==> src/rtl/tour_cmd_seq.sv <==
// Knight's-tour command sequencer: turns each one-hot move into a vertical leg and a horizontal leg for the command processor.
// Define TOUR_ABORT_EN to let a UART opcode 4'hF abort a running tour.
module tour_cmd_seq #(
    parameter int BRD_DIM = 5,
    parameter int NUM_MV  = BRD_DIM * BRD_DIM - 1,
    parameter int IDX_W   = 5
) (
    input  logic             clk,
    input  logic             rst_n,
    input  logic             start_tour,
    input  logic [7:0]       move,
    output logic [IDX_W-1:0] mv_indx,
    input  logic [15:0]      cmd_UART,
    input  logic             cmd_rdy_UART,
    output logic [15:0]      cmd,
    output logic             cmd_rdy,
    input  logic             clr_cmd_rdy,
    input  logic             send_resp,
    output logic [7:0]       resp,
    output logic             tour_busy,
    output logic             tour_err,
    output logic [2:0]       dbg_state
);

    if (BRD_DIM < 3 || BRD_DIM > 8) begin : g_bad_dim
        $error("tour_cmd_seq: BRD_DIM out of range");
    end
    if ((1 << IDX_W) < NUM_MV) begin : g_bad_idx
        $error("tour_cmd_seq: IDX_W too narrow for NUM_MV");
    end

    typedef enum logic [2:0] {
        IDLE   = 3'd0,
        VERT   = 3'd1,
        WAIT_V = 3'd2,
        HORZ   = 3'd3,
        WAIT_H = 3'd4
    } state_t;

    localparam logic [7:0] HD_N = 8'h00;
    localparam logic [7:0] HD_W = 8'h3F;
    localparam logic [7:0] HD_S = 8'h7F;
    localparam logic [7:0] HD_E = 8'hBF;

    state_t           state_q, state_d;
    logic [IDX_W-1:0] mv_indx_q, mv_indx_d;
    logic             tour_err_q, tour_err_d;

    logic [7:0] v_head, h_head;
    logic [3:0] v_sq, h_sq;
    logic       last_mv;
    logic       move_ok;

    always_comb begin
        v_head = HD_N;
        v_sq   = 4'd0;
        h_head = HD_E;
        h_sq   = 4'd0;
        case (move)
            8'h01: begin v_head = HD_N; v_sq = 4'd2; h_head = HD_E; h_sq = 4'd1; end
            8'h02: begin v_head = HD_N; v_sq = 4'd2; h_head = HD_W; h_sq = 4'd1; end
            8'h04: begin v_head = HD_N; v_sq = 4'd1; h_head = HD_W; h_sq = 4'd2; end
            8'h08: begin v_head = HD_S; v_sq = 4'd1; h_head = HD_W; h_sq = 4'd2; end
            8'h10: begin v_head = HD_S; v_sq = 4'd2; h_head = HD_W; h_sq = 4'd1; end
            8'h20: begin v_head = HD_S; v_sq = 4'd2; h_head = HD_E; h_sq = 4'd1; end
            8'h40: begin v_head = HD_S; v_sq = 4'd1; h_head = HD_E; h_sq = 4'd2; end
            8'h80: begin v_head = HD_N; v_sq = 4'd1; h_head = HD_E; h_sq = 4'd2; end
            default: ;
        endcase
    end

    assign move_ok = $onehot(move);
    assign last_mv = (mv_indx_q == IDX_W'(NUM_MV - 1));

    // Handshake: cmd/cmd_rdy form a valid that stays asserted with cmd stable
    // until clr_cmd_rdy is seen; send_resp then marks that command complete.
    always_comb begin
        state_d    = state_q;
        mv_indx_d  = mv_indx_q;
        tour_err_d = tour_err_q;
        cmd        = cmd_UART;
        cmd_rdy    = 1'b0;
        resp       = 8'h5A;
        case (state_q)
            IDLE: begin
                cmd_rdy = cmd_rdy_UART;
                resp    = 8'hA5;
                if (start_tour) begin
                    state_d    = VERT;
                    mv_indx_d  = '0;
                    tour_err_d = 1'b0;
                end
            end
            VERT: begin
                if (!move_ok) begin
                    tour_err_d = 1'b1;
                    state_d    = IDLE;
                end else begin
                    cmd     = {4'b0010, v_head, v_sq};
                    cmd_rdy = 1'b1;
                    if (clr_cmd_rdy) state_d = WAIT_V;
                end
            end
            WAIT_V: begin
                if (send_resp) state_d = HORZ;
            end
            HORZ: begin
                cmd     = {4'b0011, h_head, h_sq};
                cmd_rdy = 1'b1;
                if (clr_cmd_rdy) state_d = WAIT_H;
            end
            WAIT_H: begin
                if (last_mv) resp = 8'hA5;
                if (send_resp) begin
                    if (last_mv) begin
                        state_d = IDLE;
                    end else begin
                        mv_indx_d = mv_indx_q + 1'b1;
                        state_d   = VERT;
                    end
                end
            end
            default: state_d = IDLE;
        endcase
`ifdef TOUR_ABORT_EN
        // Abort wins over any in-tour transition and leaves the error flag alone.
        if (state_q != IDLE && cmd_rdy_UART && cmd_UART[15:12] == 4'hF) begin
            state_d    = IDLE;
            mv_indx_d  = '0;
            tour_err_d = tour_err_q;
        end
`endif
    end

    always_ff @(posedge clk) begin
        if (!rst_n) begin
            state_q    <= IDLE;
            mv_indx_q  <= '0;
            tour_err_q <= 1'b0;
        end else begin
            state_q    <= state_d;
            mv_indx_q  <= mv_indx_d;
            tour_err_q <= tour_err_d;
        end
    end

    assign mv_indx   = mv_indx_q;
    assign tour_busy = (state_q != IDLE);
    assign tour_err  = tour_err_q;
    assign dbg_state = state_q;

endmodule

==> config.mk <==
export PLATFORM = sky130hd
export DESIGN_NAME = tour_cmd_seq
export DESIGN_NICKNAME = d
export VERILOG_FILES = /design/src/rtl/tour_cmd_seq.sv
export SDC_FILE = /design/constraint.sdc
export NUM_CORES = 1
export LEC_CHECK = 0
export ABC_CLOCK_PERIOD_IN_PS = 4800
export BUFFER_PORTS_ARGS = -buffer_cell sky130_fd_sc_hd__buf_2
export CORE_AREA = 2 2 54 56
export DETAILED_ROUTE_END_ITERATION = 10
export DIE_AREA = 0 0 56 58
export PLACE_DENSITY = 0.82
export SYNTH_ARGS = -nofsm -noshare
export SYNTH_HDL_FRONTEND = slang
export SYNTH_SLANG_ARGS = --single-unit
==> constraint.sdc <==
create_clock -name clk -period 4.8 [get_ports clk]
set_input_delay 0.48 -clock clk [delete_from_list [all_inputs] [get_ports clk]]
set_output_delay 0.48 -clock clk [all_outputs]
set_load 0.01 [all_outputs]
==> results of run 1 <==
==> power groups by stage <==
stage | registers (mW) | logic [mW] | clock network (mW)
floorplan | 0.0816 | 0.126 | 0
global placement | 0.0817 | 0.170 | 0
detailed placement | 0.0818 | 0.175 | 0
CTS | 0.0801 | 0.175 | 0.0603
global route | 0.0805 | 0.194 | 0.0651
finish | 0.0801 | 0.173 | 0.0582
==> synthesized netlist by cell type, drive strengths merged <==
cell type,n
a21o,2
o32ai,1
a31o,1
o21a,6
nand4,3
o31ai,1
o2111ai,2
and4,1
nand3,3
a21oi,7
dfxtp,9
inv,18
fa,4
xnor2,2
and2b,5
nor3b,3
o21ai,3
xor2,5
nor3,3
nand3b,2
a211oi,1
and2,1
nor2,11
nand4b,4
nor2b,3
nand2,15
a21boi,2
buf,10
or2b,1
o211ai,1
o22ai,5
o221a,1
a31oi,2
ha,7
or2,2
==> worst reg2reg max path, stage by stage, from the launching register on <==
cell and delay [ns]:
dfxtp_1 0.38, ha_1 0.21, nand4b_1 0.19, a31o_2 0.33, nand3_1 0.09, xor2_1 0.14
nor2_1 0.05
==> sequential cells by signal (all words and copies together) (netlist names) <==
| name | count |
|---|---|
| mv_indx | 5 |
| dbg_state | 3 |
| tour_err | 1 |
==> layout make-up <==
type	count	area share [%]
inverter	18	4.66
timing repair buffer	64	22.1
clock buffer	4	1.81
multi-input combinational	110	56.3
tap	31	2.68
sequential	9	12.4
==> cell families (layout without fill, tap and decap cells) <==
logic type	count (synthesis)	after routing	share of synthesized area (%)
buffers and inverters	28	86	12.7
adders and majority gates	11	11	14.7
DFF	9	9	15.8
AOI/OAI and AO/OA	35	35	22.6
xor gates and xnor gates	7	7	5.37
and+or+nand+nor	57	57	28.8
==> layer usage <==
layer	track usage, %	up-vias	part of all wire, %
met3	3.57	4	6.9
met2	29.2	38	50
met4	5.44	0	1.1
met5	0	-	0
met1	17.7	541	42
li1	-	619	-
==> path summary, 6_finish.rpt <==
path | slack [ns] | startpoint | endpoint | cells past startpoint
max | 0.36 | move[3] | cmd[3] | 15
min | 0.48 | tour_err | tour_err | 2
max reg2reg | 3.31 | mv_indx[0] | mv_indx[2] | 6
min reg2reg | 0.48 | tour_err | tour_err | 2
==> results.md, run 1 <==
* Tot Pwr at 0.312 mW
* Layout Cells excl Fill at roughly 240
* CP Capture Type: output pin
* Fin. max-slew vios at 0
* Fin crit share at 92.4%
* Die Y at 58 um
* Most used cell, CP: fa_1
* Cell area after synthesis at about 1100 sq um
* Post-synth cell types at 43
* Clk_lat worst skew at 0.26 ns
* Most common cell after layout, fill and taps aside: buf_2
* Arrival time worst endpoint at just under 4 ns
* Inst Count DP at 232
* Synth warn at 0
* Startpoint type of the worst setup path: input port
* Post-CTS setup buffers at 0
* Multi-input logic area at 816 sq um
* Initial Util at 42.9%
* DRC viols at 0
* Synthesized flop and latch total at 9
* Worst-path clk slew at about 0.06 ns
* I/O pins at 65
* Crit path max-delay family: adder cells
* DP Worst Slack at 0.335 ns
* Number of max-cap violations at 0
* Pre-antenna DRT Iters at 6
* Final setup fails at 0
* Sequential area share after synthesis at 15.8%
* Switching share of total power at 40.3%
* GR Util All Layers at 15.7%
* Largest net degree at the start of global routing at 16
* Final Util at about 54%
* Sink Count at 9
* Hold WS at 0.475 ns
* Min-delay worst type: flop to flop
* Final ANT Viol Nets at 0
* Area added between synthesis and finish at 27.0%
* Main area contributors after synthesis: dfxtp_1, ha_1, fa_1
* Status: finished clean
* Share of cells above drive strength 1 at 37.1%
* Worst path max stage delay at between 0.5 and 0.6 ns
* Final hold vios at 0
* Fillers at about 280
* Worst-path fanout max at 14
* RSZ-0062 raised after global routing: no
* Die area at 3250 sq um
* Seq. cell area at 180 sq um
* Yosys top cell by area: dfxtp_1
* Core Footprint at 2660 sq um
* Routed via count at approximately 1,200
* Cells along the critical path: buf_2 -> inv_1 -> fa_1 -> fa_1 -> fa_1 -> inv_1 -> ha_1 -> inv_1 -> fa_1 -> nand4b_1 -> o21ai_2 -> nor2_2 -> nor2b_4 -> and2b_1 -> buf_2
* Iteration-0 DRC Markers at 16
* Setup ws final at 0.365 ns
* Cell count after synthesis at 147
* Root buf cell: clkbuf_4
* Sum Neg Setup Slack at 0 ns
* Post_cts resized at 0
* Clock skew at 0.00605 ns
* Post-route design area at approximately 1400 sq um
* Slew Limit Headroom at 67.2%
* Post-DP Area at 1420 sq um
* Clock buffer depth at 2
* CP bufs+invs at 5
* Comb power frac at 55.6%
* Final worst path period need at around 4.4 ns
* Routed WL at between 2 and 3 mm
* Max IR drop VDD at 0.152 mV
* Worst slew pin tran at 0.490 ns
* GR Overflow Total at 0
* Post-CTS Hold Fix Bufs at 0
* Cts bufs inserted at 3
* Internal power at between 0.15 and 0.2 mW
* Antenna violations before repair at 0
* PwrDens at 215 nW/um^2
* Post-layout nets at 247
* Hpwl dp at around 2.2 mm
* Die Wd at ~56 um
* Clock share of power at roughly a fifth
* Req. time, crit path at 4.32 ns
* IO buf count at 64
* First-pass GRT wire length at 4.18 mm
* CP max-delay cell: fa_1
* Routability cong. at ~0.87
* DR vias/cell at 5.09
* Number of global-route vias before repair at 1,083
* Synth top area share at 15.8%
* CTS tree: done
* Synthesized area per cell at 7.76 sq um
* Post-Syn Nets at about 190
* Psw at roughly 0.13 mW
* Critical path class: input port to output pin
* Wire per inst at roughly 11 um
* P_leak at just under 0.8 nW
* Commonest cells after routing, fill and taps aside: buf_2, inv_1, nand2_1
* # diodes at 0
* CTS H-tree depth at 1
* F_max at 225 MHz
* Reg power frac at ~26%
* Num rows at 19
Note: power is estimated with default switching activity, not from simulation.
==> inputs of run 2 (changes only) <==
CTS_CLUSTER_DIAMETER = 50   (was default)
PLACE_DENSITY = default   (was 0.82)
PLACE_DENSITY_LB_ADDON = 0.08   (was default)
==> run 2 against run 1 <==
Effect of this change: largest cell class unchanged; final cell count did not move; non-clock buffer count did not move; via count rose by 0.33%; core utilization did not move; maximum frequency barely moved; critical path type unchanged; clock skew fell by 0.0034 ns.
==> results.md, run 2 (synthesized netlist as in run 1, its figures left out) <==
* CP bufs+invs at 5
* Routed WL at between 2 and 3 mm
* Final worst path period need at 4.44 ns
* Share of cells above drive strength 1 at 37.1%
* Pre-antenna DRT Iters at 4
* CTS tree: done
* Most crowded layer after global routing: met2
* F_max at between 200 and 250 MHz
* Fin. max-slew vios at 0
* Worst-path clk slew at 0.06 ns
* First-pass GRT wire length at 4.67 mm
* Routability cong. at 0.746
* Final hold vios at 0
* CP Capture Type: output pin
* DR vias/cell at 5.11
* Most used cell, CP: fa_1
* IO buf count at 64
* Clock buffer depth at 2
* Tot Pwr at 0.310 mW
* Area added between synthesis and finish at 27.0%
* Post-layout nets at 247
* Commonest cells after routing, fill and taps aside: buf_2, inv_1, nand2_1
* Status: finished clean
* Sum Neg Setup Slack at 0 ns
* Req. time, crit path at 4.32 ns
* Routed via count at ~1,200
* Crit path max-delay family: adder cells
* Final setup fails at 0
* R2R Path End: mv_indx[2]
* Largest net degree at the start of global routing at 16
* Min-delay worst type: flop to flop
* Cells along the critical path: buf_2 -> inv_1 -> fa_1 -> fa_1 -> fa_1 -> inv_1 -> ha_1 -> inv_1 -> fa_1 -> nand4b_1 -> o21ai_2 -> nor2_2 -> nor2b_4 -> and2b_1 -> buf_2
* Final Util at approximately 54%
* Number of max-cap violations at 0
* CTS H-tree depth at 1
* Hold-critical path depth at 2
* Worst path max stage delay at around 0.5 ns
* Fin crit share at about 90%
* Sink Count at 9
* Worst-path fanout max at 14
* Hpwl dp at 2.26 mm
* PwrDens at 214 nW/um^2
* Iteration-0 DRC Markers at 32
* Max reg flops at 5
* Slew Limit Headroom at 65.5%
* I/O pins at 65
* Layout Cells excl Fill at 236
* GR Util All Layers at 17.5%
* # diodes at 0
* CP max-delay cell: fa_1
* Critical path class: input port to output pin
* DRC viols at 0
* Arrival time worst endpoint at 3.96 ns
* RSZ-0062 raised after global routing: no
* Die area at 3250 sq um
* Cts bufs inserted at 3
* Antenna violations before repair at 0
* Worst reg2reg startpoint: mv_indx[0]
* Worst reg2reg path depth at 6
* Clock skew at 0.00264 ns
* GR Layer Usage met2 at 33.1%
* Core Footprint at around 2700 sq um
* Hold EP: tour_err
* GR Overflow Total at 0
* Post-CTS Hold Fix Bufs at 0
* Number of global-route vias before repair at 1,121
* Worst slew pin tran at 0.517 ns
* Clk_lat worst skew at 0.25 ns
* Root buf cell: clkbuf_4
* Post_cts resized at 0
* Met1 Resource Use GR at about a fifth
* Critical path depth at 15
* Inst Count DP at 232
* Most common cell after layout, fill and taps aside: buf_2
* Register-to-register setup slack at 3.32 ns
* Final ANT Viol Nets at 0
* Grt met3 use at 4.46%
* Min-delay src: tour_err
* Die Y at 58 um
* Startpoint type of the worst setup path: input port
* Initial Util at a little over two fifths
* Max IR drop VDD at approximately 0.15 mV
* Post-CTS setup buffers at 0
* Die Wd at ~56 um
* Wire per inst at 11.2 um
* P_leak at 0.771 nW
* Num rows at 19
## run 2: cell counts in the layout (fill, tap and decap cells not counted)
Identical to the previous run, type by type.
## run 2: how the worst max path moves through the flow
stage          slack (ns)    start  endpoint
6_report             0.36  move[3]    cmd[3]
2_1_floorplan        0.78  move[0]   cmd[10]
3_5_place_dp         0.33  move[0]    cmd[3]
5_1_grt              0.11  move[1]   cmd[15]
3_3_place_gp         0.41  move[0]    cmd[2]
4_1_cts              0.33  move[0]    cmd[3]
## run 2: metal layers
metal  wire (um)  vias to the layer above
li1            -                      622
met2        1370                       35
met4          14                        0
met5           0                        -
met1        1100                      547
met3         154                        2
## run 2: layout make-up
cell class | instances | area (sq um)
fill | 264 | 1210
multi-input combinational | 110 | 816
timing repair buffer | 64 | 320
sequential | 9 | 180
inverter | 18 | 67.6
tap | 31 | 38.8
clock buffer | 4 | 26.3
## run 2: report_power, final
| group | total [mW] | internal [mW] | switching [mW] |
|---|---|---|---|
| combinational | 0.174 | 0.0771 | 0.0967 |
| clock | 0.0564 | 0.0319 | 0.0245 |
| sequential | 0.0801 | 0.0770 | 0.00312 |
## run 2: worst min-delay path: stages, from the launching register on
cell,delay (ns)
dfxtp_1,0.33
a21oi_1,0.05
nor2_1,0.07
## run 2: stage by stage
| stage | worst slack, ns | area (sq um) | hold WS [ns] |
|---|---|---|---|
| after floorplan | 0.785 | 1140 | 0.505 |
| after global placement | 0.413 | 1420 | 0.471 |
| after detailed placement | 0.329 | 1420 | 0.469 |
| after CTS | 0.332 | 1450 | 0.486 |
| after global routing | 0.107 | 1450 | 0.493 |
| final | 0.363 | 1450 | 0.478 |
